## src/rtl/acc_mul_pipe.sv

```systemverilog
// Purpose: pipelined W x W approximate multiplier built from four H x H quadrant products with per-beat modes.
// Latency: 3 cycles from input transfer to out_valid (S1 operands, S2 quadrants, S3 product).
// Backpressure: a single global enable (!out_valid || out_ready) advances or freezes every stage; in_ready = enable.
//
// Ports: clk/rst_n (async active-low); in_valid/in_ready with a, b, mode (input beat);
//        out_valid/out_ready with prod (output beat).
// Mode per quadrant (2 bits): 00 exact, 01 clear low H/2 bits, 10 clear low H bits, 11 zero.
// Optional: define ACC_MUL_ERR_MON_EN to add err (exact - prod, aligned with prod) and
//           err_cnt (saturating count of transferred beats with nonzero err).
module acc_mul_pipe #(
  parameter int W = 8  // operand width, must be even and >= 4
) (
  input  logic           clk,
  input  logic           rst_n,
  input  logic           in_valid,
  output logic           in_ready,
  input  logic [W-1:0]   a,
  input  logic [W-1:0]   b,
  input  logic [7:0]     mode,
  output logic           out_valid,
  input  logic           out_ready,
  output logic [2*W-1:0] prod
`ifdef ACC_MUL_ERR_MON_EN
  ,
  output logic [2*W-1:0] err,
  output logic [15:0]    err_cnt
`endif
);

  localparam int H = W / 2;   // quadrant width
  localparam int Q = 2 * H;   // quadrant product width
  localparam int P = 2 * W;   // full product width

  localparam logic [Q-1:0] MASK_HALF = {Q{1'b1}} << (H / 2);
  localparam logic [Q-1:0] MASK_LOW  = {Q{1'b1}} << H;

  // Each mode only clears bits, so a moded quadrant never exceeds the exact one.
  function automatic logic [Q-1:0] f_apply_mode(input logic [Q-1:0] q, input logic [1:0] m);
    case (m)
      2'b00:   return q;
      2'b01:   return q & MASK_HALF;
      2'b10:   return q & MASK_LOW;
      default: return '0;
    endcase
  endfunction

  logic           w_en;

  // S1: operands and mode
  logic           r_s1_vld;
  logic [W-1:0]   r_a;
  logic [W-1:0]   r_b;
  logic [7:0]     r_mode;

  // S2: moded quadrant products
  logic           r_s2_vld;
  logic [Q-1:0]   r_ll;
  logic [Q-1:0]   r_lh;
  logic [Q-1:0]   r_hl;
  logic [Q-1:0]   r_hh;

  // S3: product
  logic           r_s3_vld;
  logic [P-1:0]   r_prod;

  logic [Q-1:0]   w_ll_raw;
  logic [Q-1:0]   w_lh_raw;
  logic [Q-1:0]   w_hl_raw;
  logic [Q-1:0]   w_hh_raw;
  logic [Q:0]     w_mid;
  logic [P-1:0]   w_sum;

  assign w_en      = !r_s3_vld || out_ready;
  assign in_ready  = w_en;
  assign out_valid = r_s3_vld;
  assign prod      = r_prod;

  assign w_ll_raw = {{H{1'b0}}, r_a[H-1:0]} * {{H{1'b0}}, r_b[H-1:0]};
  assign w_lh_raw = {{H{1'b0}}, r_a[H-1:0]} * {{H{1'b0}}, r_b[W-1:H]};
  assign w_hl_raw = {{H{1'b0}}, r_a[W-1:H]} * {{H{1'b0}}, r_b[H-1:0]};
  assign w_hh_raw = {{H{1'b0}}, r_a[W-1:H]} * {{H{1'b0}}, r_b[W-1:H]};

  // Cross terms share a weight, so add them first with one carry bit of headroom.
  assign w_mid = {1'b0, r_lh} + {1'b0, r_hl};
  assign w_sum = {{(P-Q){1'b0}}, r_ll}
               + ({{(P-Q-1){1'b0}}, w_mid} << H)
               + {r_hh, {W{1'b0}}};

  always_ff @(posedge clk or negedge rst_n) begin
    if (!rst_n) begin
      r_s1_vld <= 1'b0;
      r_a      <= '0;
      r_b      <= '0;
      r_mode   <= '0;
      r_s2_vld <= 1'b0;
      r_ll     <= '0;
      r_lh     <= '0;
      r_hl     <= '0;
      r_hh     <= '0;
      r_s3_vld <= 1'b0;
      r_prod   <= '0;
    end else if (w_en) begin
      // Stages shift as a whole; bubbles travel with the data rather than collapsing.
      r_s1_vld <= in_valid;
      r_a      <= a;
      r_b      <= b;
      r_mode   <= mode;
      r_s2_vld <= r_s1_vld;
      r_ll     <= f_apply_mode(w_ll_raw, r_mode[1:0]);
      r_lh     <= f_apply_mode(w_lh_raw, r_mode[3:2]);
      r_hl     <= f_apply_mode(w_hl_raw, r_mode[5:4]);
      r_hh     <= f_apply_mode(w_hh_raw, r_mode[7:6]);
      r_s3_vld <= r_s2_vld;
      r_prod   <= w_sum;
    end
  end

`ifdef ACC_MUL_ERR_MON_EN
  logic [P-1:0] r_exact;
  logic [P-1:0] r_err;
  logic [15:0]  r_err_cnt;

  assign err     = r_err;
  assign err_cnt = r_err_cnt;

  always_ff @(posedge clk or negedge rst_n) begin
    if (!rst_n) begin
      r_exact <= '0;
      r_err   <= '0;
    end else if (w_en) begin
      r_exact <= {{W{1'b0}}, r_a} * {{W{1'b0}}, r_b};
      // Never negative: the approximate sum is bounded above by the exact product.
      r_err   <= r_exact - w_sum;
    end
  end

  always_ff @(posedge clk or negedge rst_n) begin
    if (!rst_n) begin
      r_err_cnt <= '0;
    end else if (r_s3_vld && out_ready && (r_err != '0) && (r_err_cnt != 16'hFFFF)) begin
      r_err_cnt <= r_err_cnt + 16'd1;
    end
  end
`endif

endmodule

```

## config.mk

```make
export PLATFORM = sky130hd
export DESIGN_NAME = acc_mul_pipe
export DESIGN_NICKNAME = d
export VERILOG_FILES = /design/src/rtl/acc_mul_pipe.sv
export SDC_FILE = /design/constraint.sdc
export NUM_CORES = 1
export LEC_CHECK = 0
export ABC_CLOCK_PERIOD_IN_PS = 2800
export BUFFER_PORTS_ARGS = -buffer_cell sky130_fd_sc_hd__buf_2
export CAP_MARGIN = 20
export CELL_PAD_IN_SITES_DETAIL_PLACEMENT = 1
export CELL_PAD_IN_SITES_GLOBAL_PLACEMENT = 2
export CORE_UTILIZATION = 30
export DETAILED_ROUTE_END_ITERATION = 12
export HOLD_SLACK_MARGIN = 0.06
export PLACE_DENSITY = 0.8
export SYNTH_ARGS = -nofsm -noshare
export SYNTH_HDL_FRONTEND = slang
export SYNTH_SLANG_ARGS = --single-unit
```

## constraint.sdc

```tcl
create_clock -name clk -period 2.8 [get_ports clk]
set_input_delay 0.28 -clock clk [delete_from_list [all_inputs] [get_ports clk]]
set_output_delay 0.28 -clock clk [all_outputs]
set_load 0.005 [all_outputs]
```

# --- Word-level counts from Yosys, hierarchy flattened ---
# Index checks and enable logic that the tools add are counted.
totals:
  reg_bits: 75
  input_bits: 28
  output_inout_bits: 18
  word_cells: 36
classes:
  addsub: 3
  mul: 4
  eq_ne: 8
  muxes: 4
  n_reduce_logical: 6
ops:
  columns: ["operator", "count"]
  rows:
  - ["$pmux 8 s3", 4]
  - ["$mul 4x4->8", 4]
  - ["$add 14x16->16", 1]
  - ["$add 8x13->14", 1]
  - ["$add 8x8->9", 1]
  - ["$eq 2x1->1 const B", 4]
  - ["$eq 2x2->1 const B", 4]
  - ["$logic_not 2->1", 4]
  - ["$logic_not 1->1", 1]
  - ["$logic_or 1x1->1", 1]

# --- Logic depth before layout (Yosys ltp) ---
depth:
  ltp_word: 3
  depth_mapped: 14
  mapped_depth_nobuf: 14

# --- Least setup slack after synthesis ---
# Ideal clock, no wire load.
synth_timing:
  path_type: "register to register"
  start: "reg r_lh[0]"
  end: "reg r_prod[14], in the netlist prod[14]"
  arrival_time_ns: 2.806
  required_time_ns: 2.669
  slack_ns: -0.137
  path_stages_with_launch: 15
  n_path_buf: 0
  cell_sequence: "dfrtp_1 -> ha_1 -> inv_1 -> fa_1 -> nor2b_1 -> o21ai_0 -> a21boi_0 -> o31ai_1 -> a21boi_0 -> ha_1 -> nand2_1 -> or3_2 -> a21oi_1 -> or4b_1 -> nand3_1"
synth_via:
  elab_chain_cells: 3
synth_lines:
  columns: ["element", "line_no", "rtl"]
  rows:
  - ["start: declaration", "58", "logic [Q-1:0] r_lh;"]
  - ["start signal: assignment", "110", "r_lh <= f_apply_mode(w_lh_raw, r_mode[3:2]);"]
  - ["$add 8x8->9", "84", "assign w_mid = {1'b0, r_lh} + {1'b0, r_hl};"]
  - ["$add 8x13->14", "86", "+ ({{(P-Q-1){1'b0}}, w_mid} << H)"]
  - ["$add 14x16->16", "87", "+ {r_hh, {W{1'b0}}};"]
  - ["end signal: assignment", "114", "r_prod <= w_sum;"]
  - ["end: declaration", "64", "logic [P-1:0] r_prod;"]
# No other way between the ends.
# A chain may end at the register's enable or synchronous reset.

# --- Worst setup path after layout ---
# Ends and elaborated chain as after synthesis.

==> run summary <==
The run finished, with violations left. The final reports fail on negative setup slack. For this design the total switching power over the nets is 2700 uW. In this run the remaining antenna-violating nets after routing total 0. In this run the power density over the cells is 983 nW/um^2.

Dominant cell by count in the synthesized netlist: sky130_fd_sc_hd__nand2_1. At the worst endpoint, the arrival time is 3.14 ns. Summed negative setup slack over all endpoints: -0.226 ns. The proportion of power drawn by combinational gates was 54.4%; the iteration-0 DRC count of the detailed router was 119.

Counting the buffers created by CTS gives 9. On the final layout, the worst clock skew is 0.0102 ns. The number of endpoints with negative hold slack in the final report is 0, and the area overhead of the layout relative to synthesis is 32.3%. Counting flops and latches in the post-synthesis netlist gives 75. In the final design database the tool counted 802 nets. Measured along the y axis, the die boundary spans 135 um. The number of antenna diodes in the final layout is 0. The first global-routing pass estimated 24400 um of wire. The core region is 17300 sq um. After detailed placement, the total cell area comes to 6110 sq um. After detailed routing, the number of remaining DRC violations is 0. For the finished layout, the period the worst path requires is 2.86 ns.

The logs give 693 for the post-synth net total and 3600 sq um for the area used by multi-input combinational logic. For the synthesis warning total, the log shows 0. The average instance in the mapped netlist occupies 9.14 sq um. STA classifies the critical path startpoint as a flip-flop. The die width is 135 um. The layout cell share with drive strength beyond 1 is 31.9%.

The worst setup path is of the flip-flop to flip-flop kind. For this run, the register share of the synthesized area comes to 35.3%. IR analysis of the VDD net gives a maximum drop of 0.363 mV.

For the number of global-route vias before repair, the log shows 4921. The main flop type after synthesis was sky130_fd_sc_hd__dfrtp_1. Across all layers, the routed design uses 4449 vias.

Wires add up to 14800 um. TritonCTS built the clock tree. The min-delay analysis places its worst path in the category input port to flip-flop. Entering global routing, the biggest net connects 76 pins. Synthesis instantiated 42 different standard cells from the library.

In this run the static leakage power is 0.00359 uW. Summed over all instances, the cell type with the most area after synthesis is sky130_fd_sc_hd__dfrtp_1. Counting flops with an async set or reset pin after synthesis yields a share of 100%.

The floorplan step defined a die boundary enclosing 18300 sq um. The clock tree root driver cell is sky130_fd_sc_hd__clkbuf_16. Net switching is 39.1% of the power.

The logs give 5320 sq um for the synthesized area and 0 for the residual overflow from global routing. CTS saw 75 sinks. The tools report the number of antenna violations at the first check in global routing as 0. The maximum buffer depth of the clock tree was 2; the final critical-path setup slack was -0.0605 ns.

In the synthesized netlist, the number of instances is 582. The share of total power dissipated in sequential elements is 26.0%. The via density per instance came out at 4.83. The tools report the effective utilization at floorplan as 30.7%.

In this run, synthesis inferred 0 flip-flops with an integrated enable. For this run, the total global-route usage over all layers was measured as 17.2%. The logs give 4210 uW for the internal power and 10700 um for the HPWL reported at the end of detailed placement. In the final layout, flip-flops and latches occupy 1890 sq um. 46 I/O pins were placed. In this run the number of H-tree levels came out at 3. Across the run, the number of max-cap violations was 0.

Final clock period utilization by the worst path: 102%. Along the worst path, the maximum fanout reaches 5. The required time of the critical path came out at 3.08 ns. The top achievable clock speed came out at 0.350 GHz.

By area the synthesized netlist is led by sky130_fd_sc_hd__dfrtp_1 35%, sky130_fd_sc_hd__ha_1 15%, sky130_fd_sc_hd__nand2_1 10%, sky130_fd_sc_hd__fa_1 6.8%, sky130_fd_sc_hd__and2_1 5.8%. The total of fill cells in the finished design is 2024. After detailed routing, the average wire length per cell comes to 16.1 um. Setup repair after global routing could not meet its margin everywhere. Number of rows in the core area: 48. The transition at the pin with the smallest max-transition slack works out to 0.653 ns. The clock share of power is 19.6%, and the final RePlAce weighted congestion is 0.765. Clock-pin slew was measured on the worst setup and hold paths at 0.06 ns. For the worst-skew pair, the clock arrives at the later sink with an insertion delay of 0.35 ns. The commonest cells after synthesis are 143 x sky130_fd_sc_hd__nand2_1, 75 x sky130_fd_sc_hd__dfrtp_1, 65 x sky130_fd_sc_hd__ha_1, 49 x sky130_fd_sc_hd__and2_1, 33 x sky130_fd_sc_hd__inv_1. Measured against its own limit, the worst slew margin works out to 56.4%. The worst setup path is captured at a flip-flop.

The number of pins exceeding their max-slew limit in the final report was 0. The completed layout was analyzed and its total power is 6910 uW. In this run the biggest area consumer among cell types represents 35.3% of the synthesized area. Setup violations remaining at the end of the flow were counted as 5. The final cell area excluding filler cells came out at 7040 sq um. The iteration count of the initial detailed-routing pass is 4. The number of buffers added on ports is 45.
worst max-delay path, stage by stage (launching register included):
cell	delay (ns)
sky130_fd_sc_hd__dfrtp_1	0.37
sky130_fd_sc_hd__ha_2	0.20
sky130_fd_sc_hd__inv_2	0.04
sky130_fd_sc_hd__fa_2	0.35
sky130_fd_sc_hd__nor2b_2	0.13
sky130_fd_sc_hd__o21ai_2	0.07
sky130_fd_sc_hd__a21boi_2	0.21
sky130_fd_sc_hd__o31ai_2	0.09
sky130_fd_sc_hd__a21boi_4	0.15
sky130_fd_sc_hd__ha_4	0.31
sky130_fd_sc_hd__nand2_2	0.06
sky130_fd_sc_hd__or3_4	0.40
sky130_fd_sc_hd__a21oi_2	0.15
sky130_fd_sc_hd__buf_4	0.14
sky130_fd_sc_hd__nand2_2	0.05
sky130_fd_sc_hd__nand3_2	0.07
cell usage in the layout, fill, tap and decap left out, types with 4 or more instances in the layout:
cell,Yosys,final
sky130_fd_sc_hd__a21oi_2,1,9
sky130_fd_sc_hd__a21oi_1,23,13
sky130_fd_sc_hd__nand3_2,0,4
sky130_fd_sc_hd__xnor2_1,20,18
sky130_fd_sc_hd__a211oi_2,1,4
sky130_fd_sc_hd__inv_1,33,23
sky130_fd_sc_hd__buf_2,2,44
sky130_fd_sc_hd__nand2_1,143,129
sky130_fd_sc_hd__o21ai_0,15,11
sky130_fd_sc_hd__buf_6,0,5
sky130_fd_sc_hd__buf_4,0,64
sky130_fd_sc_hd__nor2_1,15,12
sky130_fd_sc_hd__ha_1,65,53
sky130_fd_sc_hd__dfrtp_2,0,11
sky130_fd_sc_hd__dfrtp_1,75,64
sky130_fd_sc_hd__a22o_1,14,14
sky130_fd_sc_hd__nor2b_1,6,4
sky130_fd_sc_hd__o31ai_1,12,9
sky130_fd_sc_hd__ha_2,0,5
sky130_fd_sc_hd__and2_1,49,48
sky130_fd_sc_hd__a21o_1,12,12
sky130_fd_sc_hd__nand3_1,11,7
sky130_fd_sc_hd__inv_2,1,11
sky130_fd_sc_hd__nand2_2,0,12
sky130_fd_sc_hd__nor3b_1,5,5
sky130_fd_sc_hd__ha_4,0,7
sky130_fd_sc_hd__nand3b_1,11,11
sky130_fd_sc_hd__clkbuf_16,0,9
sky130_fd_sc_hd__fa_2,0,5
sky130_fd_sc_hd__fa_1,18,13
sky130_fd_sc_hd__o21bai_1,4,4
cell families after synthesis:
group	after synthesis	share of synthesized area, %
mux	3	0.635
fa+ha+maj	83	22.1
simple gates	251	22.3
compound gates	96	12.2
buf+inv	51	3.65
flops	75	35.3
xor+xnor	23	3.79
stage by stage:
stage                     hold WS [ns]  instances  util [%]  setup WS (ns)
after detailed placement         0.460        880      35.3         -0.338
final                            0.127        921      40.7        -0.0605
after CTS                        0.120        908      38.5        -0.0783
after global placement           0.443        880      35.3         -0.169
after global routing             0.125        921      40.7         -0.202
after floorplan                -0.0156        582         -         0.0103
path summary, 6_finish.rpt:
check	startpoint	endpoint	slack (ns)	depth (start not counted)
worst max-delay path	r_lh[0]	prod[14]	-0.06	15
worst min-delay path	a[2]	r_a[2]	0.13	3
worst max register to register	r_lh[0]	prod[14]	-0.06	15
worst min register to register	r_ll[2]	r_ll[2]	0.47	2
max in group asynchronous	rst_n	r_hl[3]	1.85	3
min in group asynchronous	rst_n	r_mode[3]	0.36	2
registers in the layout, summed over array words and instances (netlist names):
register and count:
r_mode 8, out_valid 1, r_s1_vld 1, r_ll 8
r_hh 8, r_b 8, r_s2_vld 1, r_lh 8
prod 16, r_hl 8, r_a 8
final cells by class:
cell class / instances / share of cell area (%)
clock buffer: 12 / 3.50
timing repair buffer: 115 / 11.3
inverter: 34 / 1.81
clock inverter: 4 / 1.39
tap: 225 / 4.00
sequential: 75 / 26.9
multi-input combinational: 456 / 51.1
power by group through the flow:
stage | Clock (uW) | Sequential (uW) | Combinational (uW)
detailed placement | 0 | 1790 | 3110
floorplan | 0 | 1670 | 2120
global route | 1440 | 1850 | 4210
global placement | 0 | 1760 | 2960
finish | 1360 | 1800 | 3760
CTS | 1400 | 1780 | 3370
layer usage:
layer	part of all wire, %	routed length, um	GRT usage [%]	vias up
met5	0	0	0	-
met4	1.1	157	4.18	0
met3	2.6	384	3.37	9
met2	52	7720	31.8	57
met1	44	6530	20.2	2204
li1	-	-	-	2179
repair_timing:
action,CTS,global route
gates resized for setup,39,65
endpoints found under the hold margin,0,18
pin swaps,17,68
endpoints found under the setup margin,21,19
hold buffers,0,1
setup buffers,12,11
(Power assumes the default switching activity.)
